==> src/rtl/cdb_buffered_arbiter_pkg.sv <==
// Shared CDB payload type and system defaults for the buffered CDB arbiter.
// Supplies fallback values for `N and `NUM_FU_TOTAL when no system header defines them.
`ifndef N
`define N 2
`endif
`ifndef NUM_FU_TOTAL
`define NUM_FU_TOTAL 4
`endif

package cdb_buffered_arbiter_pkg;

    localparam int unsigned CDB_TAG_W  = 6;
    localparam int unsigned CDB_DATA_W = 32;

    typedef struct packed {
        logic                  valid;
        logic [CDB_TAG_W-1:0]  tags;
        logic [CDB_DATA_W-1:0] data;
    } CDB_ENTRY;

endpackage

==> src/rtl/cdb_src_fifo.sv <==
// Per-source circular result buffer with non-power-of-two wrap and synchronous squash.
module cdb_src_fifo
    import cdb_buffered_arbiter_pkg::*;
#(
    parameter int unsigned DEPTH = 2
) (
    input  logic     clock,
    input  logic     reset,
    input  logic     squash,
    input  logic     push,
    input  CDB_ENTRY push_entry,
    input  logic     pop,
    output CDB_ENTRY head,
    output logic     full,
    output logic     empty
);

    localparam int unsigned IDX_W = (DEPTH > 1) ? $clog2(DEPTH) : 1;
    localparam int unsigned CNT_W = $clog2(DEPTH + 1);
    localparam logic [IDX_W-1:0] LAST_IDX  = IDX_W'(DEPTH - 1);
    localparam logic [CNT_W-1:0] DEPTH_CNT = CNT_W'(DEPTH);

    CDB_ENTRY          mem [DEPTH];
    logic [IDX_W-1:0]  rd_idx;
    logic [IDX_W-1:0]  wr_idx;
    logic [CNT_W-1:0]  count;
    logic              do_push;
    logic              do_pop;

    function automatic logic [IDX_W-1:0] next_idx(input logic [IDX_W-1:0] idx);
        return (idx == LAST_IDX) ? '0 : idx + IDX_W'(1);
    endfunction

    assign full    = (count == DEPTH_CNT);
    assign empty   = (count == '0);
    assign do_push = push && !full && !squash;
    assign do_pop  = pop && !empty && !squash;
    assign head    = mem[rd_idx];

    always_ff @(posedge clock or posedge reset) begin
        if (reset) begin
            rd_idx <= '0;
            wr_idx <= '0;
            count  <= '0;
        end else if (squash) begin
            rd_idx <= '0;
            wr_idx <= '0;
            count  <= '0;
        end else begin
            if (do_push) wr_idx <= next_idx(wr_idx);
            if (do_pop)  rd_idx <= next_idx(rd_idx);
            case ({do_push, do_pop})
                2'b10:   count <= count + CNT_W'(1);
                2'b01:   count <= count - CNT_W'(1);
                default: count <= count;
            endcase
        end
    end

    // Payload storage needs no reset; occupancy is tracked by count.
    always_ff @(posedge clock) begin
        if (do_push) mem[wr_idx] <= push_entry;
    end

endmodule

==> src/rtl/cdb_buffered_arbiter.sv <==
// Buffered CDB arbiter: per-FU result buffers feeding NUM_CDB registered broadcast lanes.
// `CDB_ARB_RR_EN selects round-robin scan; otherwise fixed priority from source 0.
module cdb_buffered_arbiter
    import cdb_buffered_arbiter_pkg::*;
#(
    parameter int unsigned NUM_SRC   = `NUM_FU_TOTAL,
    parameter int unsigned NUM_CDB   = `N,
    parameter int unsigned BUF_DEPTH = 2
) (
    input  logic               clock,
    input  logic               reset,
    input  logic               squash,
    input  CDB_ENTRY           fu_outputs [NUM_SRC-1:0],
    output logic [NUM_SRC-1:0] fu_ready,
    output CDB_ENTRY           cdb_output [NUM_CDB-1:0],
    output logic               all_empty
);

    localparam int unsigned SRC_W = (NUM_SRC > 1) ? $clog2(NUM_SRC) : 1;

    CDB_ENTRY           heads     [NUM_SRC-1:0];
    logic [NUM_SRC-1:0] full;
    logic [NUM_SRC-1:0] empty;
    logic [NUM_SRC-1:0] grant;
    logic [SRC_W-1:0]   scan_start;
    logic [SRC_W-1:0]   lane_sel  [NUM_CDB-1:0];
    logic [NUM_CDB-1:0] lane_vld;
    CDB_ENTRY           lane_next [NUM_CDB-1:0];
    logic               lane_any_valid;

    for (genvar i = 0; i < NUM_SRC; i++) begin : g_src
        cdb_src_fifo #(
            .DEPTH(BUF_DEPTH)
        ) u_fifo (
            .clock      (clock),
            .reset      (reset),
            .squash     (squash),
            .push       (fu_outputs[i].valid),
            .push_entry (fu_outputs[i]),
            .pop        (grant[i]),
            .head       (heads[i]),
            .full       (full[i]),
            .empty      (empty[i])
        );
    end

    assign fu_ready = ~full;

    // Rotating scan from scan_start; the first NUM_CDB non-empty heads take lanes in order.
    always_comb begin : arbitrate
        int unsigned n_grant;
        int unsigned scan;
        grant    = '0;
        lane_vld = '0;
        n_grant  = 0;
        scan     = 0;
        for (int unsigned k = 0; k < NUM_CDB; k++) lane_sel[k] = '0;
        for (int unsigned j = 0; j < NUM_SRC; j++) begin
            scan = 32'(scan_start) + j;
            if (scan >= NUM_SRC) scan = scan - NUM_SRC;
            if (!empty[SRC_W'(scan)] && (n_grant < NUM_CDB)) begin
                grant[SRC_W'(scan)] = 1'b1;
                for (int unsigned k = 0; k < NUM_CDB; k++) begin
                    if (k == n_grant) begin
                        lane_sel[k] = SRC_W'(scan);
                        lane_vld[k] = 1'b1;
                    end
                end
                n_grant = n_grant + 1;
            end
        end
    end

`ifdef CDB_ARB_RR_EN
    logic [SRC_W-1:0] rr_ptr;
    logic [SRC_W-1:0] last_sel;
    logic [SRC_W-1:0] rr_next;

    // Highest-numbered valid lane holds the last source in scan order.
    always_comb begin
        last_sel = rr_ptr;
        for (int unsigned k = 0; k < NUM_CDB; k++) begin
            if (lane_vld[k]) last_sel = lane_sel[k];
        end
        rr_next = (32'(last_sel) == NUM_SRC - 1) ? '0 : last_sel + SRC_W'(1);
    end

    always_ff @(posedge clock or posedge reset) begin
        if (reset) begin
            rr_ptr <= '0;
        end else if (!squash && (|grant)) begin
            rr_ptr <= rr_next;
        end
    end

    assign scan_start = rr_ptr;
`else
    assign scan_start = '0;
`endif

    always_comb begin
        for (int unsigned k = 0; k < NUM_CDB; k++) begin
            lane_next[k] = '0;
            if (lane_vld[k]) begin
                lane_next[k]       = heads[lane_sel[k]];
                lane_next[k].valid = 1'b1;
            end
        end
    end

    always_ff @(posedge clock or posedge reset) begin
        if (reset) begin
            for (int unsigned k = 0; k < NUM_CDB; k++) cdb_output[k] <= '0;
        end else if (squash) begin
            for (int unsigned k = 0; k < NUM_CDB; k++) cdb_output[k] <= '0;
        end else begin
            for (int unsigned k = 0; k < NUM_CDB; k++) cdb_output[k] <= lane_next[k];
        end
    end

    always_comb begin
        lane_any_valid = 1'b0;
        for (int unsigned k = 0; k < NUM_CDB; k++) begin
            lane_any_valid = lane_any_valid | cdb_output[k].valid;
        end
    end

    assign all_empty = (&empty) && !lane_any_valid;

endmodule

==> config.mk <==
export PLATFORM = sky130hd
export DESIGN_NAME = cdb_buffered_arbiter
export DESIGN_NICKNAME = d
export VERILOG_FILES = /design/src/rtl/cdb_buffered_arbiter_pkg.sv /design/src/rtl/cdb_src_fifo.sv /design/src/rtl/cdb_buffered_arbiter.sv
export SDC_FILE = /design/constraint.sdc
export NUM_CORES = 1
export LEC_CHECK = 0
export CAP_MARGIN = 20
export CELL_PAD_IN_SITES_DETAIL_PLACEMENT = 1
export CELL_PAD_IN_SITES_GLOBAL_PLACEMENT = 1
export CORE_MARGIN = 4
export CORE_UTILIZATION = 39
export DETAILED_ROUTE_END_ITERATION = 8
export MAX_ROUTING_LAYER = met4
export PLACE_DENSITY_LB_ADDON = 0.05
export RECOVER_POWER = 50
export SETUP_SLACK_MARGIN = 0.3
export SYNTH_ARGS = -nofsm -noshare
export SYNTH_HDL_FRONTEND = slang
export SYNTH_SLANG_ARGS = --single-unit
==> constraint.sdc <==
create_clock -name clock -period 5.1 [get_ports clock]
set_input_delay 1.02 -clock clock [delete_from_list [all_inputs] [get_ports clock]]
set_output_delay 1.02 -clock clock [all_outputs]
set_load 0.1 [all_outputs]
==> out/qor.csv <==
stage,metric,value,unit
floorplan,Initial Utilization,39.48,%
logic_synthesis,"Seq/Total Area, Yosys",71.07,%
timing,Fin. Hold Viols,0,
clock_tree,root buffer cell,clkbuf_16,
logic_synthesis,"Avg Cell Area, Syn",17.37,um2
timing,crit path time final,4.087,ns
floorplan,row count,74,
logic_synthesis,asr flop ratio synth,23.62,%
logic_synthesis,synthesis warning total,0,
layout,storage element area,11490,um2
logic_synthesis,"Cell Area, Synth",16160,um2
clock_tree,# Post-CTS Setup Buffers,0,
clock_tree,post-cts sizing count,0,
routing,Via density,5.240,
logic_synthesis,Mapped Cells,930,
routing,DRT antenna net count,0,
layout,area delta synth->final,27.38,%
place,port buffer count,241,
floorplan,die area,44740,um2
layout,fillers,3945,
grt,vias in the first global route,10184,
clock_tree,CTS tree,done,
critical_path,crit end category,primary output,
routing,final wirelength,45100,um
logic_synthesis,Mapped Nets,1090,
place,HPWL after DPL,29760,um
timing,total negative slack,0,ns
grt,initial antenna violation count,12,
pwr,Peak VDD IR,194.0,uV
clock_tree,Clock Sink Count,398,
outcome,failing checks,"max-capacitance violations, max-slew violations",
timing,final worst-path cycle share,80.14,%
timing,Peak Freq,244.7,MHz
critical_path,crit path launch type,flop,
timing,worst setup margin,1.013,ns
floorplan,die width,211.5,um
pwr,pwr dens,393.2,nW/um2
timing,Worst Skew,0.01275,ns
routing,drt wl/cell,25.42,um
pwr,Lkg Pwr,7.959,nW
clock_tree,htree depth,2,
timing,Worst-Margin Slew,1.995,ns
layout,post-layout net count,1357,
logic_synthesis,most common flop cell mapped by yosys,edfxtp_1,
timing,Worst slew margin,-32.98,%
routing,drt drc,0,
critical_path,Crit Path Max Fanout,9,
floorplan,I/O pin count,242,
grt,first-pass GRT wire length,66470,um
routing,DR iter-0 viols,335,
grt,grt ovf,0,
timing,RSZ-0062 raised after global routing,false,
layout,share of post-route cells with drive strength above 1,21.28,%
place,pre-CTS setup slack,1.527,ns
timing,setup violators final,0,
logic_synthesis,register bit total from synthesis,398,
critical_path,Critical Path RT,4.08,ns
floorplan,core area,40920,um2
place,RD Place Congestion,0.7851,
logic_synthesis,Yosys cell types,47,
timing,Final Max Tran Viols,67,
clock_tree,Clock Latency Late Sink,0.55,ns
routing,routed via count,9296,
critical_path,critical path class,flop to primary output,
grt,pin count of the biggest net entering global routing,45,
clock_tree,TritonCTS Buffers,45,
critical_path,critical path arrival,3.07,ns
clock_tree,Post-CTS Hold Fix Bufs,0,
grt,GRT Total Usage,20.77,%
worst_hold_path,min-delay worst type,flop to flop,
logic_synthesis,Post-synth EDFFs,304,
outcome,status,"finished, violations left",
layout,multi-input logic area,4374,um2
flow_run,Max Cap Violations,2,
routing,TritonRoute pass-1 iters,4,
floorplan,chip height,211.5,um
clock_tree,clk buf depth,3,
clock_tree,Worst-path clk slew,0.06,ns
## worst max-delay path, cell delays in order (launching register included)
cell             delay, ns
dfrtp_1               0.43
nor4_4                0.61
nand3_1               0.14
nor3_1                0.17
clkdlybuf4s50_1       1.17
## layout make-up
cell class	count	share of cell area (%)
clock buffers	61	5.910
well taps	532	3.235
clock inverters	20	0.6384
multi-input cells	471	21.26
inverters	7	0.1338
flip-flops and latches	398	55.82
repair buffers	274	12.88
diodes	11	0.1338
## registers in the layout, indices dropped and copies added, names as in the netlist
| register | cells |
|---|---|
| g_src.u_fifo.wr_idx | 4 |
| g_src.u_fifo.rd_idx | 4 |
| cdb_output | 78 |
| g_src.u_fifo.count | 8 |
| g_src.u_fifo.mem | 304 |
## stage by stage
stage | util, % | power [mW] | area (um2) | hold slack [ns] | cells
floorplan | - | 4.742 | 16170 | 0.5176 | 930
global placement | 47.01 | 5.203 | 19240 | 0.5505 | 1682
detailed placement | 47.01 | 5.221 | 19240 | 0.5638 | 1682
CTS | 50.30 | 8.222 | 20580 | 0.5729 | 1763
global route | 50.27 | 8.412 | 20570 | 0.6002 | 1771
finish | 50.28 | 8.092 | 20580 | 0.5659 | 1774
## kinds of logic after synthesis
group,synth area share [%]
flops,71.07
fa+ha+maj,0.07743
compound gates,4.252
xor+xnor,0.3253
simple gates,1.836
mux,20.14
buf+inv,2.300
## path summary, 6_finish.rpt
kind | start | end | slack, ns | cells after the start
worst max-delay path | g_src[1].u_fifo.count[1] | all_empty | 1.01 | 4
worst min-delay path | g_src[0].u_fifo.count[0] | g_src[0].u_fifo.count[1] | 0.57 | 2
worst max register to register | g_src[1].u_fifo.count[0] | cdb_output[49] | 1.58 | 8
worst min register to register | g_src[0].u_fifo.count[0] | g_src[0].u_fifo.count[1] | 0.57 | 2
max in group asynchronous | reset | cdb_output[18] | 1.15 | 3
min in group asynchronous | reset | cdb_output[57] | 1.40 | 2
## metal layers
layer	vias to the layer above	track usage [%]	share of wire (%)
li1	4186	-	-
met1	4790	26.51	43
met2	260	34.46	50
met3	60	3.868	5.1
met4	0	5.531	2.2
met5	-	-	0
## where the power goes
part	switching, mW	internal [mW]	total (mW)
registers	0.0763	3.67	3.75
clock network	1.26	1.72	2.98
logic	0.897	0.471	1.37
total	2.23	5.86	8.09
## cell usage in the layout, fill, tap and decap left out, types with 2 or more instances in the layout
cell / n
nand2b_1: 3
edfxtp_1: 304
o22ai_1: 76
dfrtp_1: 90
clkbuf_8: 3
a211oi_1: 2
buf_4: 26
clkinvlp_4: 4
nand3_1: 2
nor3_2: 2
a21oi_1: 8
mux2i_1: 153
mux2_2: 152
clkbuf_16: 45
xnor2_1: 2
o21bai_1: 2
nand2_1: 9
nor3b_4: 3
xor2_1: 4
o21ai_0: 4
nor2_1: 20
clkinv_1: 6
clkdlybuf4s50_1: 87
clkbuf_1: 19
inv_1: 6
nor3_1: 4
a32oi_1: 2
or3_1: 3
clkinv_2: 8
dlygate4sd3_1: 154
diode_2: 11
dfrtp_2: 4
## cells in the mapped netlist, types with 2 or more instances
master	n	area, um2
a211oi_1	2	15.01
nor3_1	6	30.03
o21ai_0	4	20.02
edfxtp_1	304	9129
xnor2_1	2	17.52
clkbuf_4	3	22.52
nor3b_1	4	30.03
mux2i_1	153	1531
nand2b_1	3	18.77
buf_6	7	78.83
dfrtp_1	94	2352
buf_2	10	50.05
o21bai_1	3	22.52
inv_1	6	22.52
nand3_1	2	10.01
a32oi_1	2	17.52
o22ai_1	76	475.5
clkbuf_1	24	90.09
buf_1	4	15.01
mux2_2	152	1712
nor2_1	20	75.07
or3_1	3	18.77
xor2_1	4	35.03
buf_8	4	60.06
a21oi_1	8	40.04
nand2_1	9	33.78
No activity file was read; power rests on OpenSTA's default activity.
